`src/rtl/ysyx_23060136_exu_ctrl.sv`:
```
// ysyx_23060136_exu_ctrl -- execute-stage handshake controller.
//
// Drives the combinational ALU straight from the decode stage, captures the
// ALU result into an output register one cycle after acceptance and holds it
// until the LSU takes it. Ops that are not exactly one-hot are still accepted
// but yield a zero result, are flagged illegal and are counted (saturating).
//
// Build option: define YSYX_23060136_EXU_SKID_EN to add a one-entry skid
// buffer. EXU_ready then depends only on registered state. Without it,
// EXU_ready = !EXU_valid | LSU_ready.
//
// Ports:
//   clk, rst                       clock, asynchronous active-high reset
//   IDU_valid / EXU_ready          upstream handshake
//   IDU_op, IDU_da, IDU_db         one-hot op and operands from decode
//   EXU_ALU_op/_da/_db             mirrored to the ALU
//   EXU_ALU_ALUout                 combinational ALU result
//   EXU_flush                      discard held and incoming work
//   EXU_valid / LSU_ready          downstream handshake
//   EXU_result, EXU_illegal        held result and its illegal flag
//   EXU_illegal_cnt                saturating count of accepted illegal ops
module ysyx_23060136_exu_ctrl (
   input  logic        clk,
   input  logic        rst,
   input  logic        IDU_valid,
   output logic        EXU_ready,
   input  logic [10:0] IDU_op,
   input  logic [31:0] IDU_da,
   input  logic [31:0] IDU_db,
   output logic [10:0] EXU_ALU_op,
   output logic [31:0] EXU_ALU_da,
   output logic [31:0] EXU_ALU_db,
   input  logic [31:0] EXU_ALU_ALUout,
   input  logic        EXU_flush,
   output logic        EXU_valid,
   input  logic        LSU_ready,
   output logic [31:0] EXU_result,
   output logic        EXU_illegal,
   output logic [7:0]  EXU_illegal_cnt
);

   typedef enum logic [1:0] {StEmpty, StOne, StTwo} state_e;

   state_e      state_q;
   logic [31:0] result_q;
   logic        illegal_q;
   logic [7:0]  cnt_q;
`ifdef YSYX_23060136_EXU_SKID_EN
   logic [31:0] skid_result_q;
   logic        skid_illegal_q;
`endif

   logic        op_legal;
   logic [31:0] new_result;
   logic        accept;
   logic        deliver;

   assign EXU_ALU_op = IDU_op;
   assign EXU_ALU_da = IDU_da;
   assign EXU_ALU_db = IDU_db;

   // Exactly one bit set: non-zero and clearing the lowest set bit leaves zero.
   assign op_legal   = (IDU_op != 11'd0) && ((IDU_op & (IDU_op - 11'd1)) == 11'd0);
   assign new_result = op_legal ? EXU_ALU_ALUout : 32'd0;

`ifdef YSYX_23060136_EXU_SKID_EN
   assign EXU_ready = (state_q != StTwo);
`else
   assign EXU_ready = (state_q == StEmpty) | LSU_ready;
`endif

   assign EXU_valid       = (state_q != StEmpty);
   assign accept          = IDU_valid & EXU_ready & ~EXU_flush;
   assign deliver         = EXU_valid & LSU_ready;
   assign EXU_result      = result_q;
   assign EXU_illegal     = illegal_q;
   assign EXU_illegal_cnt = cnt_q;

   always_ff @(posedge clk or posedge rst) begin
      if (rst) begin
         state_q        <= StEmpty;
         result_q       <= 32'd0;
         illegal_q      <= 1'b0;
         cnt_q          <= 8'd0;
`ifdef YSYX_23060136_EXU_SKID_EN
         skid_result_q  <= 32'd0;
         skid_illegal_q <= 1'b0;
`endif
      end else begin
         if (accept && !op_legal && (cnt_q != 8'hFF)) begin
            cnt_q <= cnt_q + 8'd1;
         end

         if (EXU_flush) begin
            state_q <= StEmpty;
         end else begin
            unique case (state_q)
               StEmpty: begin
                  if (accept) begin
                     result_q  <= new_result;
                     illegal_q <= ~op_legal;
                     state_q   <= StOne;
                  end
               end
               StOne: begin
                  if (accept && deliver) begin
                     result_q  <= new_result;
                     illegal_q <= ~op_legal;
                  end else if (deliver) begin
                     state_q <= StEmpty;
`ifdef YSYX_23060136_EXU_SKID_EN
                  end else if (accept) begin
                     // Output register is stalled; park the new entry.
                     skid_result_q  <= new_result;
                     skid_illegal_q <= ~op_legal;
                     state_q        <= StTwo;
`endif
                  end
               end
`ifdef YSYX_23060136_EXU_SKID_EN
               StTwo: begin
                  if (deliver) begin
                     result_q  <= skid_result_q;
                     illegal_q <= skid_illegal_q;
                     state_q   <= StOne;
                  end
               end
`endif
               default: state_q <= StEmpty;
            endcase
         end
      end
   end

endmodule
```
`config.mk`:
```
export PLATFORM = sky130hd
export DESIGN_NAME = ysyx_23060136_exu_ctrl
export DESIGN_NICKNAME = d
export VERILOG_FILES = /design/src/rtl/ysyx_23060136_exu_ctrl.sv
export SDC_FILE = /design/constraint.sdc
export NUM_CORES = 1
export LEC_CHECK = 0
export ABC_AREA = 1
export CAP_MARGIN = 20
export CORE_ASPECT_RATIO = 1.5
export CORE_MARGIN = 2
export CORE_UTILIZATION = 32
export CTS_CLUSTER_DIAMETER = 60
export CTS_CLUSTER_SIZE = 14
export DETAILED_ROUTE_END_ITERATION = 7
export GPL_ROUTABILITY_DRIVEN = 0
export HOLD_SLACK_MARGIN = 0.1
export PLACE_DENSITY_LB_ADDON = 0.3
export SKIP_CTS_REPAIR_TIMING = 1
export SLEW_MARGIN = 25
export SYNTH_ARGS = -nofsm -noshare
export SYNTH_HDL_FRONTEND = slang
export SYNTH_SLANG_ARGS = --single-unit
```
`constraint.sdc`:
```
create_clock -name clk -period 1.7 [get_ports clk]
set_input_delay 0.34 -clock clk [delete_from_list [all_inputs] [get_ports clk]]
set_output_delay 0.34 -clock clk [all_outputs]
set_load 0.02 [all_outputs]
```
==> metrics.txt <==
endpoint type of the worst setup path=output pin; clock latency of the later-clocked register in the worst-skew pair=280 ps; period utilisation layout=98.51%; final design area excluding fillers=about 0.0037 mm2; areal power density over the cells=slightly above 700 mW/mm2; Critical Path Source Type=flip-flop; Die Ht=between 100 and 150 um; first-iteration detailed-routing DRC count=107; Syn-to-layout area delta=36.85%; net count after synthesis=433; buffering stage count on the worst path with inverters included=1; Final setup violation count=0; hold slack=between 400 and 500 ps; headroom to the max-slew limit=around 83%; number of vias after detailed routing=around 2200; arrival time worst endpoint=~1300 ps; number of enable flip-flop cells after synthesis=0; number of buffers created by CTS=5; Netlist Area Pre-Place=between 0.002 and 0.003 mm2; chain of cells forming the critical path=clkdlybuf4s50_1; HPWL Detailed=roughly 5400 um; number of cells produced by synthesis=320; overall overflow remaining after global route=0; clock tree from TritonCTS=yes; count of yosys warnings during synthesis=0; number of cells in the design after placement=around 460; max-slew violation total from the final report=0; Final Hold Fails=0; Synth top cells by count=sky130_fd_sc_hd__nand2_1, sky130_fd_sc_hd__buf_4, sky130_fd_sc_hd__dfrtp_1; Worst path top cell family by delay=buffers and inverters; top area cells in the synthesized netlist=sky130_fd_sc_hd__dfrtp_1, sky130_fd_sc_hd__buf_4, sky130_fd_sc_hd__nand2_1; per-cell routed wire length=around 15 um; run status=finished clean; total die area=just over 0.009 mm2; initial standard-cell utilization of the core=approximately 33%; max-capacitance violation count=0; input/output buffers=about 100; upper clock frequency limit=597.1 MHz; TritonCTS Sinks=42; total power of the final layout=2.652 mW; cell with the most instances after synthesis=sky130_fd_sc_hd__nand2_1; maximum fanout along the worst path=4; non-filler cells, final=473; leakage power summed over all cells=roughly 1.8 nW; launch point of the worst path=EXU_illegal_cnt[5]$_DFFE_PP0P_; fraction of layout instances using a drive strength above 1=21.25%; reg-to-reg startpoint=EXU_illegal_cnt[1]$_DFFE_PP0P_; Multi-input gate area=999.7 um2; unrepaired setup endpoints after global routing=no; core area=a little over 0.008 mm2; per-cell via count in the routed design=4.641; number of nets with antenna violations after detailed routing=0; utilization after layout=45.50%; net count of the finished layout=roughly 480; horizontal die dimension=just under 80 um; type of the most critical hold path=primary input to async pin; Worst Setup Path Type=flip-flop to output pin; number of different library cells in the post-synthesis netlist=21; async set-reset flop share out of synthesis=100.0%; Post-Route WL=between 7000 and 8000 um; first-pass GRT wire length=between 10000 and 15000 um; library cell contributing the largest single delay on the critical path=sky130_fd_sc_hd__clkdlybuf4s50_1; area of all sequential standard cells=about 0.0011 mm2; antenna violations before repair=0; I/O pin cnt=230; flip-flop and latch count after synthesis=42; first-pass iteration count of the detailed router=4; number of H-tree levels=2; Clock transition at path regs=60 ps; syn avg cell area=approximately 8.4 um2; share of synthesized area occupied by flip-flops and latches=39.23%; top flip-flop cell by instance count after synthesis=sky130_fd_sc_hd__dfrtp_1; DP Area=0.003401 mm2; global-route usage over all layers=15.17%; slew at the pin closest to its max-slew limit=roughly 250 ps; shortest clock period the worst path allows after layout=roughly 1700 ps; largest buffer count on any clock path=2; library cell occupying the most area in the post-synthesis netlist=sky130_fd_sc_hd__dfrtp_1; number of remaining DRC errors=0; worst-case clock skew=around 3.7 ps; share of Yosys cell area claimed by the top area cell type=about 40%; Fillers=about 800; required time of the worst setup path=approximately 1400 ps; largest net degree at the start of global routing=between 40 and 50; library cell used as clock root buffer=sky130_fd_sc_hd__clkbuf_16; number of rows in the core area=40; via count of the first global-routing pass=2169; Peak supply drop=0.3472 mV; CP max stage delay=roughly 630 ps
[flip-flops by register name, indices dropped and copies added (netlist names)]
signal	cells
EXU_illegal	1
EXU_illegal_cnt	8
EXU_result	32
state_q	1
[path summary, 6_finish.rpt]
| path | endpoint | slack, ps | depth (start not counted) |
|---|---|---|---|
| setup reg to reg | EXU_illegal_cnt[7]$_DFFE_PP0P_ | 160 | 7 |
| max in group asynchronous | EXU_illegal_cnt[6]$_DFFE_PP0P_ | 1090 | 3 |
| setup / recovery | EXU_illegal_cnt[5] | 30 | 1 |
| hold reg to reg | EXU_result[10]$_DFFE_PP0P_ | 480 | 2 |
| hold / removal | EXU_result[4]$_DFFE_PP0P_ | 420 | 3 |
| min in group clk | EXU_result[10]$_DFFE_PP0P_ | 480 | 2 |
[cell type report]
cell class / instances / share of cell area, %
timing repair buffer: 125 / 35.15
sequential: 42 / 28.67
tap: 105 / 3.584
multi-input combinational: 180 / 27.27
clock buffer: 7 / 3.891
clock inverter: 1 / 0.1365
inverter: 12 / 1.229
antenna: 1 / 0.06826
[per-layer routing]
layer	share of wire (%)	global-route usage [%]	up-vias
li1	-	-	1027
met1	41	19.38	992
met2	46	23.42	127
met3	8.4	3.271	49
met4	4.8	9.240	0
met5	0	0	-
[placed cells by master (no fill, tap or decap), types with 2 or more instances in the layout]
master / n
sky130_fd_sc_hd__nor2_2: 7
sky130_fd_sc_hd__nand3_4: 2
sky130_fd_sc_hd__nand2_1: 101
sky130_fd_sc_hd__xor2_1: 6
sky130_fd_sc_hd__o21ai_0: 2
sky130_fd_sc_hd__a21oi_1: 2
sky130_fd_sc_hd__nor3_4: 2
sky130_fd_sc_hd__inv_1: 11
sky130_fd_sc_hd__nand3_1: 3
sky130_fd_sc_hd__buf_12: 4
sky130_fd_sc_hd__nor2_1: 7
sky130_fd_sc_hd__dfrtp_1: 42
sky130_fd_sc_hd__clkbuf_16: 5
sky130_fd_sc_hd__buf_4: 20
sky130_fd_sc_hd__o21ai_2: 32
sky130_fd_sc_hd__dlymetal6s2s_1: 19
sky130_fd_sc_hd__clkdlybuf4s50_1: 82
sky130_fd_sc_hd__nand4_1: 9
[stage by stage]
step	setup TNS (ps)	worst slack (ps)
after floorplan	0	214.8
after global placement	-15500	-342.8
after detailed placement	-17380	-396.1
after CTS	-5762	-265.5
after global routing	0	0.8642
final	0	25.25
[cells by family (layout without fill, tap and decap cells)]
kind of cell,count (synthesis),in the layout,share of synthesized area (%)
buf+inv,98,145,25.36
fa+ha+maj,1,1,0.4670
other cells,0,1,0
compound gates,38,38,11.54
flops,42,42,39.23
simple gates,135,135,21.44
xor+xnor,6,6,1.962
[power by group]
group | internal (mW) | switching, mW | total, mW | leakage [nW]
combinational | 0.295 | 0.296 | 0.591 | 1.13
sequential | 1.05 | 0.0631 | 1.11 | 0.578
clock | 0.582 | 0.369 | 0.951 | 0.0739
[worst register-to-register path, stage by stage (launching register included)]
cell and delay, ps:
sky130_fd_sc_hd__dfrtp_1 430, sky130_fd_sc_hd__ha_1 220, sky130_fd_sc_hd__nand2_1 120, sky130_fd_sc_hd__nor3_4 200, sky130_fd_sc_hd__nand3_4 180, sky130_fd_sc_hd__nand3_4 180
sky130_fd_sc_hd__nand2_1 70, sky130_fd_sc_hd__nand2_1 70
Power figures use the tool's default switching activity.
